==> config.mk <==
export PLATFORM = sky130hd
export DESIGN_NAME = arb_rr_n
export DESIGN_NICKNAME = d
export VERILOG_FILES = /design/src/rtl/arb_pkg.sv /design/src/rtl/arb_pick.sv /design/src/rtl/arb_rr_n.sv
export SDC_FILE = /design/constraint.sdc
export NUM_CORES = 1
export LEC_CHECK = 0
export CAP_MARGIN = 20
export CORE_ASPECT_RATIO = 0.5
export CORE_UTILIZATION = 38
export DETAILED_ROUTE_END_ITERATION = 12
export MAX_ROUTING_LAYER = met4
export PLACE_DENSITY = 0.62
export RECOVER_POWER = 50
export SLEW_MARGIN = 10
export SYNTH_ARGS = -nofsm -noshare
export SYNTH_HDL_FRONTEND = slang
export SYNTH_SLANG_ARGS = --single-unit
==> constraint.sdc <==
create_clock -name clk -period 3.25 [get_ports clk]
set_clock_uncertainty 0.15 [all_clocks]
set_input_delay 0.975 -clock clk [delete_from_list [all_inputs] [get_ports clk]]
set_output_delay 0.975 -clock clk [all_outputs]
set_load 0.01 [all_outputs]
==> src/rtl/arb_pkg.sv <==
// Shared types and helpers for the N-requester arbiter.
// Indices are limited to ARB_MAX_N requesters.
package arb_pkg;

  localparam int unsigned ARB_MAX_N = 32;
  localparam int unsigned ARB_IDX_W = 5;

  localparam int unsigned ARB_MODE_RR    = 0;
  localparam int unsigned ARB_MODE_FIXED = 1;

  typedef enum logic [0:0] {
    IDLE    = 1'b0,
    GRANTED = 1'b1
  } arb_state_e;

  // Index of the set bit of a one-hot (or zero) vector; zero maps to 0.
  function automatic logic [ARB_IDX_W-1:0] onehot_to_idx(input logic [ARB_MAX_N-1:0] oh);
    logic [ARB_IDX_W-1:0] idx;
    idx = '0;
    for (int unsigned i = 0; i < ARB_MAX_N; i++) begin
      if (oh[i]) idx = idx | ARB_IDX_W'(i);
    end
    return idx;
  endfunction

endpackage

==> src/rtl/arb_pick.sv <==
// Combinational rotated priority encoder: first unmasked request at or
// after start_ptr_i, wrapping modulo N.
module arb_pick #(
  parameter int unsigned N   = 4,
  parameter int unsigned IDW = $clog2(N)
) (
  input  logic [N-1:0]   req_i,
  input  logic [IDW-1:0] start_ptr_i,
  input  logic [N-1:0]   mask_i,
  output logic [N-1:0]   winner_c_o,
  output logic           found_c_o
);

  logic [N-1:0] eligible;

  assign eligible = req_i & ~mask_i;

  always_comb begin
    winner_c_o = '0;
    found_c_o  = 1'b0;
    for (int unsigned k = 0; k < N; k++) begin
      if (!found_c_o && eligible[IDW'((32'(start_ptr_i) + k) % N)]) begin
        winner_c_o[IDW'((32'(start_ptr_i) + k) % N)] = 1'b1;
        found_c_o = 1'b1;
      end
    end
  end

endmodule

==> src/rtl/arb_rr_n.sv <==
// N-requester arbiter: round-robin or fixed priority, with a bounded grant
// hold so a continuously requesting owner cannot starve the others.
module arb_rr_n
  import arb_pkg::*;
#(
  parameter int unsigned N        = 4,
  parameter int unsigned MODE     = 0,
  parameter int unsigned MAX_HOLD = 8,
  parameter int unsigned IDW      = $clog2(N)
) (
  input  logic           clk,
  input  logic           reset,
  input  logic [N-1:0]   request,
  output logic [N-1:0]   grant,
  output logic           grant_valid,
  output logic [IDW-1:0] grant_id
);

  localparam int unsigned HCW       = (MAX_HOLD > 1) ? $clog2(MAX_HOLD) : 1;
  localparam int unsigned HOLD_LAST = (MAX_HOLD > 0) ? MAX_HOLD - 1 : 0;

  arb_state_e     state_q, state_d;
  logic [N-1:0]   grant_q, grant_d;
  logic           grant_valid_q, grant_valid_d;
  logic [IDW-1:0] grant_id_q, grant_id_d;
  logic [IDW-1:0] rr_ptr_q, rr_ptr_d;
  logic [HCW-1:0] hold_cnt_q, hold_cnt_d;

  logic [N-1:0]   pick_mask;
  logic [N-1:0]   pick_win;
  logic           pick_found;
  logic [IDW-1:0] pick_start;
  logic [IDW-1:0] win_idx;
  logic [IDW-1:0] win_next_ptr;
  logic           owner_req;
  logic           others_pend;
  logic           hold_expired;
  logic           keep_owner;

  // On hold expiry the owner is masked so the grant must move elsewhere.
  always_comb begin
    owner_req    = (state_q == GRANTED) && request[grant_id_q];
    others_pend  = |(request & ~grant_q);
    hold_expired = (MAX_HOLD != 0) && (hold_cnt_q == HCW'(HOLD_LAST));
    keep_owner   = owner_req && !(hold_expired && others_pend);
    pick_mask    = (owner_req && hold_expired) ? grant_q : '0;
    pick_start   = (MODE == ARB_MODE_FIXED) ? '0 : rr_ptr_q;
  end

  arb_pick #(
    .N   (N),
    .IDW (IDW)
  ) u_pick (
    .req_i       (request),
    .start_ptr_i (pick_start),
    .mask_i      (pick_mask),
    .winner_c_o  (pick_win),
    .found_c_o   (pick_found)
  );

  assign win_idx      = IDW'(onehot_to_idx(ARB_MAX_N'(pick_win)));
  assign win_next_ptr = (win_idx == IDW'(N - 1)) ? '0 : win_idx + IDW'(1);

  // Next-state and next-output selection.
  always_comb begin
    state_d       = state_q;
    grant_d       = grant_q;
    grant_valid_d = grant_valid_q;
    grant_id_d    = grant_id_q;
    rr_ptr_d      = rr_ptr_q;
    hold_cnt_d    = hold_cnt_q;
    case (state_q)
      IDLE: begin
        if (pick_found) begin
          state_d       = GRANTED;
          grant_d       = pick_win;
          grant_valid_d = 1'b1;
          grant_id_d    = win_idx;
          rr_ptr_d      = win_next_ptr;
          hold_cnt_d    = '0;
        end
      end
      GRANTED: begin
        if (keep_owner) begin
          if ((MAX_HOLD != 0) && (hold_cnt_q < HCW'(HOLD_LAST))) begin
            hold_cnt_d = hold_cnt_q + HCW'(1);
          end
        end else if (pick_found) begin
          grant_d       = pick_win;
          grant_valid_d = 1'b1;
          grant_id_d    = win_idx;
          rr_ptr_d      = win_next_ptr;
          hold_cnt_d    = '0;
        end else begin
          state_d       = IDLE;
          grant_d       = '0;
          grant_valid_d = 1'b0;
          grant_id_d    = '0;
          hold_cnt_d    = '0;
        end
      end
      default: begin
        state_d       = IDLE;
        grant_d       = '0;
        grant_valid_d = 1'b0;
        grant_id_d    = '0;
        hold_cnt_d    = '0;
      end
    endcase
  end

  always_ff @(posedge clk or negedge reset) begin
    if (!reset) begin
      state_q       <= IDLE;
      grant_q       <= '0;
      grant_valid_q <= 1'b0;
      grant_id_q    <= '0;
      rr_ptr_q      <= '0;
      hold_cnt_q    <= '0;
    end else begin
      state_q       <= state_d;
      grant_q       <= grant_d;
      grant_valid_q <= grant_valid_d;
      grant_id_q    <= grant_id_d;
      rr_ptr_q      <= rr_ptr_d;
      hold_cnt_q    <= hold_cnt_d;
    end
  end

  assign grant       = grant_q;
  assign grant_valid = grant_valid_q;
  assign grant_id    = grant_id_q;

  a_grant_onehot: assert property (@(posedge clk) disable iff (!reset)
    $onehot0(grant_q));
  a_grant_valid: assert property (@(posedge clk) disable iff (!reset)
    grant_valid_q == (|grant_q));
  a_grant_req: assert property (@(posedge clk) disable iff (!reset)
    (grant_q & ~$past(request)) == '0);

endmodule

==> metrics.md <==
| Metric | Value |
|---|---|
| Fin cells | slightly below 200 |
| Post-detail-place hpwl | ~2.3 mm |
| Setup CP Type | primary input to flop |
| Pleak | approximately 0.00065 uW |
| Worst hold start | grant_valid |
| Fill cells | 273 |
| Clock slew at reported path FFs | about 60 ps |
| Post-synthesis sequential area ratio | 0.266 |
| Peak VDD IR | ~0.00045 V |
| WHS Path Cells | 2 |
| Post-synth ARST share | 1.00 |
| Number of port buffers | 12 |
| Syn. warnings | 0 |
| EDFF count, synth | 0 |
| Max cap viols | 0 |
| FF+latch count, synth | 13 |
| Worst-Margin Slew | between 600 and 700 ps |
| Fin crit share | 0.943 |
| Synthesized area | approximately 0.0012 sq mm |
| Total number of vias | 1,094 |
| Placed Cells | between 150 and 200 |
| Die area | about 0.0035 sq mm |
| Nets | about 170 |
| Core Box Area | between 0.003 and 0.004 sq mm |
| Layout Area Growth over Synthesis | 28.7% |
| Reg2reg setup slack | approximately 300 ps |
| Place WS | -356 ps |
| Wire per inst | approximately 15 microns |
| Pwr/cell area | slightly above 900 mW/mm^2 |
| Final worst-path setup slack | approximately 180 ps |
| TritonCTS Buffers | 3 |
| Max Buffers Root-to-Sink | 2 |
| Final Hold Vio Count | 0 |
| Area after DPL | between 0.001 and 0.0015 sq mm |
| Routed WL | 2.98 mm |
| Post-route ant nets | 0 |
| H-tree Lvls | 1 |
| Vias per cell | 5.58 |
| DR DRC count | 0 |
| Status | complete, no violations |
| Starting Density | 0.403 |
| Post-synth cell types | 45 |
| Fmax | 326 MHz |
| CP Data Required Time | roughly 3200 ps |
| Final Instance Area | ~0.0016 sq mm |
| Root Buffer | clkbuf_8 |
| Antenna violations before repair | 0 |
| IO Pins | 13 |
| First-pass GRT wire length | 4.93 mm |
| GRT Residual Overflow | 0 |
| Min-Delay Path Class | flop to flop |
| Commonest non-fill, non-tap cell in the layout | buf_4 |
| Final setup viols | 0 |
| Syn nets | approximately 140 |
| Detailed Routing Iterations Pass 1 | 4 |
| Die Y | between 40 and 50 microns |
| Syn avg cell area | approximately 9.6 sq um |
| Synth top area cells | dfrtp_1 (27%), ha_1 (8.2%), mux4_2 (5.5%), nand2_1 (4.6%), clkbuf_8 (4.5%) |
| Reg2reg path depth | 10 |
| Row Count | 14 |
| Count of final max-slew check failures | 0 |
| CP arrival | 3050 ps |
| GP Congestion | 0.908 |
| Cell count after synthesis | around 130 |
| WHS Endpoint | grant_valid |
| Critical Path Start Type | primary input |
| Number of diodes | 0 |
| Clk sinks | 13 |
| Hold_buf cts | 0 |
| GRT Total Usage | 0.196 |
| Critical Path End Type | flop |
| Die X | just over 80 microns |
| Vias in the first global route | approximately 1,000 |
| Largest net degree at the start of global routing | 14 |
| Worst-Skew Late Latency | around 240 ps |
| RSZ-0062 raised after global routing | no |
| CP Max Fanout | 5 |
| Top cell type's share of synthesized area | 0.266 |
| DRC marker count from the first detailed-route iteration | just over 60 |
| Share of cells above drive strength 1 | 0.321 |
| Synth area leader | dfrtp_1 |
| Synth Flop Type | dfrtp_1 |
| Slew headroom | 0.585 |
| Min Tclk post-route | just over 3000 ps |
| Highest-count cells in the layout ignoring fill and taps | buf_4 (20), nand2_1 (15), dfrtp_1 (13) |
| CTS tree | yes |
| Reg-to-reg startpoint | hold_cnt_q[0] |
| RR Endpoint | pick_start[1] |
[worst max-delay path: stages]
cell and delay, ps:
dlygate4sd2_1 270, buf_4 160, nor2b_1 140, mux4_2 480, a21o_4 230, a221oi_1 290
o22a_2 260, a21oi_1 80, a21o_1 150
[state kept, by name (all words and copies together) (netlist names)]
register	count
state_q	1
grant	4
grant_id	2
hold_cnt_q	3
grant_valid	1
pick_start	2
[kinds of logic after synthesis]
| logic type | after synthesis | synth area share |
|---|---|---|
| AO/OA/AOI/OAI | 38 | 0.263 |
| XOR/XNOR | 1 | 0.00717 |
| adder cells (fa/ha/maj) | 8 | 0.0819 |
| buffers and inverters | 14 | 0.0808 |
| flip-flops | 13 | 0.266 |
| multiplexers | 6 | 0.0870 |
| AND/OR/NAND/NOR | 47 | 0.214 |
[final cells by class]
type	instances	area, sq um	area share
Multi-Input combinational cell	100	855	0.543
Sequential cell	13	325	0.207
Timing Repair Buffer	32	269	0.171
Tap cell	40	50.0	0.0318
Clock buffer	3	41.3	0.0263
Inverter	7	27.5	0.0175
Clock inverter	1	5.00	0.00318
[stage by stage]
| stage | power (uW) | setup TNS [ps] | util | hold WS [ps] |
|---|---|---|---|---|
| 2_1_floorplan | 944 | 0 | - | 363 |
| 3_3_place_gp | 1240 | -2060 | 0.486 | 307 |
| 3_5_place_dp | 1250 | -2590 | 0.486 | 312 |
| 4_1_cts | 1430 | 0 | 0.514 | 327 |
| 5_1_grt | 1530 | 0 | 0.519 | 364 |
| 6_report | 1430 | 0 | 0.519 | 315 |
[layer usage]
layer  vias up  wire (microns)  GRT usage
met5         -               0          -
met4         0               0     0.0105
met3         0              95     0.0457
met2        14            1360      0.288
met1       540            1530      0.287
li1        540               -          -
[timing repair]
action / in CTS / in global routing
resized for setup: 9 / 3
setup endpoints to repair: 7 / 8
setup buffers: 0 / 0
pin swaps: 1 / 0
cloned: 0 / 0
[cell usage after synthesis (all sizes together) (4+ instances only)]
master	n
nand2	15
o21ai	7
o221ai	4
nor2b	7
dfrtp	13
ha	8
a21o	4
nor2	4
clkbuf	5
a21oi	6
inv	6
nand4b	4
a22o	4
nand4	5
[how the worst max path moves through the flow]
stage / slack, ps / to / start / cells past startpoint
floorplan: 330 / pick_start[1] / request[2] / 8
global placement: -300 / pick_start[1] / request[1] / 9
detailed placement: -360 / pick_start[1] / request[1] / 9
CTS: 30 / pick_start[1] / request[1] / 9
global route: 110 / pick_start[1] / hold_cnt_q[0] / 10
finish: 180 / grant_id[1] / request[3] / 9
[power breakdown]
group / internal, uW / switching, uW / leakage (uW)
clock network: 84.7 / 59.7 / 0.0000255
registers: 232 / 95.1 / 0.000159
logic: 478 / 476 / 0.000464
No activity file was read; power rests on OpenSTA's default activity.
